--- src/rtl/mac_pkg.sv ---
// rtl/mac_pkg.sv - width derivation and output formatting helpers for mac_window_acc
package mac_pkg;

   localparam int MAX_W = 64;

   function automatic int clog2(input int n);
      int r = 0;
      for (int i = 0; i < 31; i++) begin
         if ((1 << i) < n) r = i + 1;
      end
      return r;
   endfunction

   function automatic int prod_w(input int in_w, input int w_w);
      return in_w + w_w;
   endfunction

   function automatic int acc_w(input int in_w, input int w_w, input int n);
      return prod_w(in_w, w_w) + clog2(n);
   endfunction

   // Clamps to the out_w signed range when sat is set; the caller keeps the low out_w bits.
   function automatic logic signed [MAX_W-1:0] sat_trunc(input logic signed [MAX_W-1:0] v,
                                                        input int out_w, input bit sat);
      logic signed [MAX_W-1:0] hi;
      logic signed [MAX_W-1:0] lo;
      hi = (64'sd1 <<< (out_w - 1)) - 64'sd1;
      lo = ~hi;
      if (sat && (v > hi)) return hi;
      if (sat && (v < lo)) return lo;
      return v;
   endfunction

endpackage

--- src/rtl/mac_mul_stage.sv ---
// rtl/mac_mul_stage.sv - operand capture (S0) and signed product register (S1) with valid pipe
module mac_mul_stage
   import mac_pkg::*;
#(
   parameter int IN_W = 4,
   parameter int W_W  = 4,
   localparam int PROD_W = IN_W + W_W
) (
   input  logic                     clk,
   input  logic                     rstb,
   input  logic                     clear,
   input  logic                     in_valid,
   input  logic signed [IN_W-1:0]   in_a,
   input  logic signed [W_W-1:0]    in_b,
   output logic                     prod_valid,
   output logic signed [PROD_W-1:0] prod
);

   logic signed [IN_W-1:0]   a_q, a_d;
   logic signed [W_W-1:0]    b_q, b_d;
   logic                     v0_q, v0_d;
   logic                     v1_q, v1_d;
   logic signed [PROD_W-1:0] prod_q, prod_d;

   always_comb begin
      a_d    = a_q;
      b_d    = b_q;
      prod_d = prod_q;
      if (in_valid) begin
         a_d = in_a;
         b_d = in_b;
      end
      if (v0_q) prod_d = PROD_W'(a_q) * PROD_W'(b_q);
      // clear kills both the sample arriving now and the one already in S0
      v0_d = in_valid & ~clear;
      v1_d = v0_q & ~clear;
   end

   always_ff @(posedge clk or negedge rstb) begin
      if (!rstb) begin
         a_q    <= '0;
         b_q    <= '0;
         v0_q   <= 1'b0;
         v1_q   <= 1'b0;
         prod_q <= '0;
      end else begin
         a_q    <= a_d;
         b_q    <= b_d;
         v0_q   <= v0_d;
         v1_q   <= v1_d;
         prod_q <= prod_d;
      end
   end

   assign prod_valid = v1_q;
   assign prod       = prod_q;

endmodule

--- src/rtl/mac_window_acc.sv ---
// rtl/mac_window_acc.sv - windowed signed multiply-accumulate: N products summed per result
module mac_window_acc
   import mac_pkg::*;
#(
   parameter int IN_W  = 4,
   parameter int W_W   = 4,
   parameter int N     = 9,
   parameter int OUT_W = 12,
   parameter int SAT   = 0
) (
   input  logic                    clk,
   input  logic                    rstb,
   input  logic                    clear,
   input  logic                    in_valid,
   input  logic signed [IN_W-1:0]  IN,
   input  logic signed [W_W-1:0]   W,
   output logic                    out_valid,
   output logic signed [OUT_W-1:0] OUT
);

   localparam int PROD_W = prod_w(IN_W, W_W);
   localparam int ACC_W  = acc_w(IN_W, W_W, N);
   localparam int CNT_W  = clog2(N);
   localparam logic [CNT_W-1:0] LAST = CNT_W'(N - 1);

   logic                     prod_valid;
   logic signed [PROD_W-1:0] prod;
   logic signed [ACC_W-1:0]  prod_ext, base, sum;
   logic signed [ACC_W-1:0]  acc_q, acc_d;
   logic [CNT_W-1:0]         count_q, count_d;
   logic signed [OUT_W-1:0]  out_q, out_d;
   logic                     out_valid_q, out_valid_d;

   mac_mul_stage #(.IN_W(IN_W), .W_W(W_W)) u_mul (
      .clk        (clk),
      .rstb       (rstb),
      .clear      (clear),
      .in_valid   (in_valid),
      .in_a       (IN),
      .in_b       (W),
      .prod_valid (prod_valid),
      .prod       (prod)
   );

   always_comb begin
      prod_ext    = {{(ACC_W-PROD_W){prod[PROD_W-1]}}, prod};
      base        = (count_q == '0) ? '0 : acc_q;
      sum         = base + prod_ext;
      acc_d       = acc_q;
      count_d     = count_q;
      out_d       = out_q;
      out_valid_d = 1'b0;
      if (clear) begin
         acc_d   = '0;
         count_d = '0;
      end else if (prod_valid) begin
         if (count_q == LAST) begin
            out_d       = OUT_W'(sat_trunc(MAX_W'(sum), OUT_W, SAT != 0));
            out_valid_d = 1'b1;
            acc_d       = '0;
            count_d     = '0;
         end else begin
            acc_d   = sum;
            count_d = count_q + 1'b1;
         end
      end
   end

   always_ff @(posedge clk or negedge rstb) begin
      if (!rstb) begin
         acc_q       <= '0;
         count_q     <= '0;
         out_q       <= '0;
         out_valid_q <= 1'b0;
      end else begin
         acc_q       <= acc_d;
         count_q     <= count_d;
         out_q       <= out_d;
         out_valid_q <= out_valid_d;
      end
   end

   assign OUT       = out_q;
   assign out_valid = out_valid_q;

endmodule

--- config.mk ---
export PLATFORM = sky130hd
export DESIGN_NAME = mac_window_acc
export DESIGN_NICKNAME = d
export VERILOG_FILES = /design/src/rtl/mac_pkg.sv /design/src/rtl/mac_mul_stage.sv /design/src/rtl/mac_window_acc.sv
export SDC_FILE = /design/constraint.sdc
export NUM_CORES = 1
export LEC_CHECK = 0
export CORE_MARGIN = 3
export CORE_UTILIZATION = 64
export DETAILED_ROUTE_END_ITERATION = 7
export DONT_BUFFER_PORTS = 1
export HOLD_SLACK_MARGIN = 0.02
export PLACE_DENSITY = 0.8
export SLEW_MARGIN = 20
export SYNTH_ARGS = -nofsm -noshare
export SYNTH_HDL_FRONTEND = slang
export SYNTH_SLANG_ARGS = --single-unit
--- constraint.sdc ---
create_clock -name clk -period 4.3 [get_ports clk]
set_clock_uncertainty 0.1 [all_clocks]
set_input_delay 0.86 -clock clk [delete_from_list [all_inputs] [get_ports clk]]
set_output_delay 0.86 -clock clk [all_outputs]
set_load 0.1 [all_outputs]
# Word-level counts from Yosys, hierarchy flattened
# Cells that the tools add are included.
[totals] regBits=47 in_bits=12 output_inout_bits=13 elab_cells=29
[classes] n_addsub=2 multipliers=1 eq_ne=1 muxes=10 bitwise=3 reduce_logical=3
[ops] cell="$mux 12" n=4
[ops] cell="$add 12x8->12" n=1
[ops] cell="$mux 4" n=3
[ops] cell="$mul 4x4->8" n=1
[ops] cell="$add 4x1->4 const B" n=1
[ops] cell="$eq 4x4->1 const B" n=1
[ops] cell="$logic_not 4->1" n=1
[ops] cell="$mux 1" n=3
[ops] cell="$reduce_and 3->1" n=1
[ops] cell="$and 1x1->1" n=2
[ops] cell="$reduce_bool 2->1" n=1
[ops] cell="$not 1->1" n=1

# Longest topological paths before layout
[logic_depth] ltp_word=6 ltp_mapped=14 mapped_depth_nobuf=14

# Modules after synthesis
# Synthesis repeated with hierarchy kept, for this count alone.
[unflattened] hier_cells=283 area_unflattened_um2=2951.6
[by_module_without_submodules] module="mac_window_acc" n_inst=1 cells_per_inst=183 area_each_um2=1732.9 seq_area_each_um2=725.7
[by_module_without_submodules] module="mac_mul_stage" n_inst=1 cells_per_inst=100 area_each_um2=1218.7 seq_area_each_um2=450.4

# Worst setup path before layout
# No wires, ideal clock.
[synth_timing] path_type="reg-to-reg" startpoint="reg u_mul.a_q[0]" endpoint="reg u_mul.prod_q[7] (netlist: u_mul.prod[7])" setup_ns=0.138 arrival_ns=3.070 required_ns=4.062 path_slack_ns=0.991 stages_incl_launch_ff=14 path_buffers=0 period_less_slack_ns=3.309 path_cell_list="dfrtp_1 -> nand2b_1 -> fa_1 -> fa_1 -> fa_1 -> inv_1 -> ha_1 -> inv_1 -> fa_1 -> inv_1 -> a21o_1 -> a21oi_1 -> xnor2_1 -> a21oi_1"
[synth_via] elab_chain_len=1
[synth_lines] item="from (decl)" line_no="mac_mul_stage.sv:19" source="logic signed [IN_W-1:0] a_q, a_d;"
[synth_lines] item="from (signal assigned)" line_no="mac_mul_stage.sv:41" source="a_q <= '0;"
[synth_lines] item="from (signal assigned)" line_no="mac_mul_stage.sv:47" source="a_q <= a_d;"
[synth_lines] item="$mul 4x4->8" line_no="mac_mul_stage.sv:33" source="if (v0_q) prod_d = PROD_W'(a_q) * PROD_W'(b_q);"
[synth_lines] item="to (signal assigned)" line_no="mac_mul_stage.sv:51" source="prod_q <= prod_d;"
[synth_lines] item="to (decl)" line_no="mac_mul_stage.sv:23" source="logic signed [PROD_W-1:0] prod_q, prod_d;"
# Every way passes these cells.
# A chain may end at the register's enable or synchronous reset.

# Final worst setup path
# Same ends and word-level chain as after synthesis.

==> impl_metrics.py <==
metrics = {
    "clock_network": {
        "hold_buffers": 0,
        "cts_root_buf": "clkbuf_8",
        "clk_latency_ps": 310,
        "cts_resized": 0,
        "htreeDepth": 2,
        "cts_tree": "done",
        "numClockSinks": 47,
        "clk_pin_slew_ps": 90,
        "numCtsBuffers": 5,
        "cts_buffer_depth": 2,
        "post_cts_buffers": 0,
    },
    "sta": {
        "rsz0062_at_grt": "no",
        "max_slew.worst_pin.slew_ps": 1060,
        "hold_viol": 0,
        "setup_violations": 0,
        "finalCritPeriodShare_pct": 80.5,
        "slew_headroom_pct": 29.4,
        "finalSetupTns_ps": 0,
        "final_max_slew_viol_count": 0,
        "fmax_ghz": 0.289,
        "period_minus_slack_ps": 3460,
    },
    "pwr": {
        "ir_drop_v": 0.000261,
        "p_per_area_mw_per_mm2": 426,
        "leakagePower_nw": 1.52,
    },
    "min_path": {
        "hp-class": "in -> async",
    },
    "global_routing": {
        "grt_overflow": 0,
        "antenna_found_initial": 0,
        "grtUsageTotal_pct": 21.8,
        "grt_max_degree": 48,
        "grt_pass1_wl_um": 9080,
        "grt_pass1_vias": 1911,
    },
    "floorplan": {
        "num_rows": 24,
        "die_area_mm2": 0.00546,
        "core_area_mm2": 0.00441,
        "io_pins": 25,
        "die_y_um": 73.9,
        "die_x_um": 73.9,
        "initial_utilization_pct": 66.9,
    },
    "routing": {
        "post_drt_wl_per_cell_um": 15.6,
        "route.antenna.remaining_nets": 0,
        "vias_per_cell": 5.78,
        "met1_length_um": 2530,
        "dr.first_iter.drc_count": 93,
        "top_layer_used": "met4",
        "drc_errors": 0,
        "wl_met3_um": 277,
        "drt_pass1_iterations": 4,
        "vias": 1987,
        "wirelength_um": 5350,
        "wl_met2_um": 2480,
    },
    "worst_setup_path": {
        "end_kind": "flip-flop",
        "r2r-end": "u_mul.prod[7]",
        "critPathMaxStageDelay_ps": 570,
        "crit-reg2reg-launch": "u_mul.a_q[0]",
        "crit_path_max_fanout": 5,
        "cp_common_cell": "fa_1",
        "required_ps": 4370,
        "critPathKind": "reg -> reg",
        "startpoint_type": "flip-flop",
        "reg2reg_slack_ps": 840,
        "r2r_cells": 13,
        "cp.arrival_ps": 3530,
        "cp_slowest_cell": "fa_1",
        "crit_chain": "nand2b_1, fa_1, fa_1, fa_1, inv_1, ha_1, inv_1, fa_1, inv_1, a21o_1, a21oi_1, xnor2_1, a21oi_1",
    },
    "synth": {
        "synth-compound-area-share_pct": 12.8,
        "synthMuxAreaShare_pct": 6.02,
        "syn_inst": 291,
        "synth_most_common_cell": "dfrtp_1",
        "synth.top_cells.by_area": "dfrtp_1 40%, ha_1 11%, fa_1 6.8%",
        "synth_common_cells": "47 x dfrtp_1, 30 x nand2_1, 28 x inv_1",
        "synth_top_area_share_pct": 39.8,
        "ys.flop_type": "dfrtp_1",
        "ys_seq_area_share_pct": 39.8,
        "synthSimpleGateAreaFrac_pct": 14.7,
        "syn-cell-area_mm2": 0.00295,
        "synth_top_area_cell": "dfrtp_1",
        "synth-edff-count": 0,
        "ys_seq_elements": 47,
        "synth_nets": 338,
        "synth_area_per_cell_um2": 10.1,
        "synth_xor_area_share_pct": 4.15,
        "synth_adder_area_share_pct": 17.4,
        "async_reset_ff_share_pct": 100,
        "synth_top_family_by_area": "adder cells",
        "ys_warn_count": 0,
        "synth.distinct_cells": 41,
    },
    "placement": {
        "place_congestion": 0.853,
        "io_buffers": 0,
        "hpwl_um": 4050,
    },
    "run": {
        "max_cap_violations": 0,
    },
    "finish": {
        "drive_gt1_share_pct": 9.93,
        "finalNetCount": 338,
        "final_util_pct": 70.1,
        "antenna_cells": 0,
        "syn2layout_area_growth_pct": 4.79,
    },
    "run_status": {
        "status": "completed",
    },
}
==> placed cells by master, fill, tap and decap left out, types with 12 or more instances in the layout <==
cell,count
ha_1,25
dfrtp_1,47
nor2_1,12
nand2_1,30
o21ai_0,13
inv_1,28
nor2b_1,13
mux2_2,14
a21oi_1,12
==> critical path: cells and delay by family (launching register included) <==
| family | cells | cell delay, ps |
|---|---|---|
| simple gates | 1 | 180 |
| compound gates | 3 | 430 |
| fa+ha+maj | 5 | 1920 |
| xor+xnor | 1 | 140 |
| flops | 1 | 410 |
| buf+inv | 3 | 160 |
==> cell type report <==
cell class	count	area [um^2]
Sequential cell	47	1180
Multi-Input combinational cell	207	1620
Clock buffer	5	68.8
Clock inverter	3	43.8
Tap cell	52	65.1
Inverter	29	109
Fill cell	337	1320
Timing Repair Buffer	1	7.51
==> report_power, final <==
part           total, W  internal [W]  switching (W)  leakage (nW)
registers      0.000539      0.000491      0.0000485         0.619
logic          0.000451      0.000205       0.000246         0.845
clock network  0.000327      0.000173       0.000154        0.0581
total           0.00132      0.000869       0.000448          1.52
==> per-layer routing <==
layer | track usage (%) | up-vias
met3 | 5.88 | 6
met4 | 5.43 | 0
met2 | 34.6 | 42
met1 | 29.8 | 948
met5 | 0 | -
li1 | - | 991
==> sequential cells by signal, summed over array words and instances, names as in the netlist <==
signal	count
count_q	4
acc_q	12
u_mul.prod	8
u_mul.v0_q	1
u_mul.b_q	4
out_valid	1
u_mul.prod_valid	1
OUT	12
u_mul.a_q	4
==> kinds of logic after synthesis <==
kind of cell,Yosys count
AOI/OAI and AO/OA,56
xor gates and xnor gates,14
muxes,16
and+or+nand+nor,86
buffers and inverters,37
adders and majority gates,35
DFF,47
==> metrics by stage <==
step | instances | hold WS, ps | power, W | setup WS [ps] | instance area (um^2)
2_1_floorplan | 291 | 341 | 0.000895 | 991 | 2950
3_3_place_gp | 336 | 360 | 0.000966 | 940 | 2980
3_5_place_dp | 336 | 375 | 0.000991 | 837 | 2980
4_1_cts | 344 | 129 | 0.00132 | 825 | 3090
5_1_grt | 344 | 111 | 0.00141 | 658 | 3090
6_report | 344 | 137 | 0.00132 | 837 | 3090
==> worst max-delay path by stage <==
stage,depth (start not counted),from,slack [ps],to
2_1_floorplan,13,u_mul.a_q[0],990,u_mul.prod[7]
3_3_place_gp,13,u_mul.a_q[0],940,u_mul.prod[7]
3_5_place_dp,13,u_mul.a_q[0],840,u_mul.prod[7]
4_1_cts,13,u_mul.a_q[0],820,u_mul.prod[7]
5_1_grt,13,u_mul.a_q[0],660,u_mul.prod[7]
6_report,13,u_mul.a_q[0],840,u_mul.prod[7]
Power figures use the tool's default switching activity.
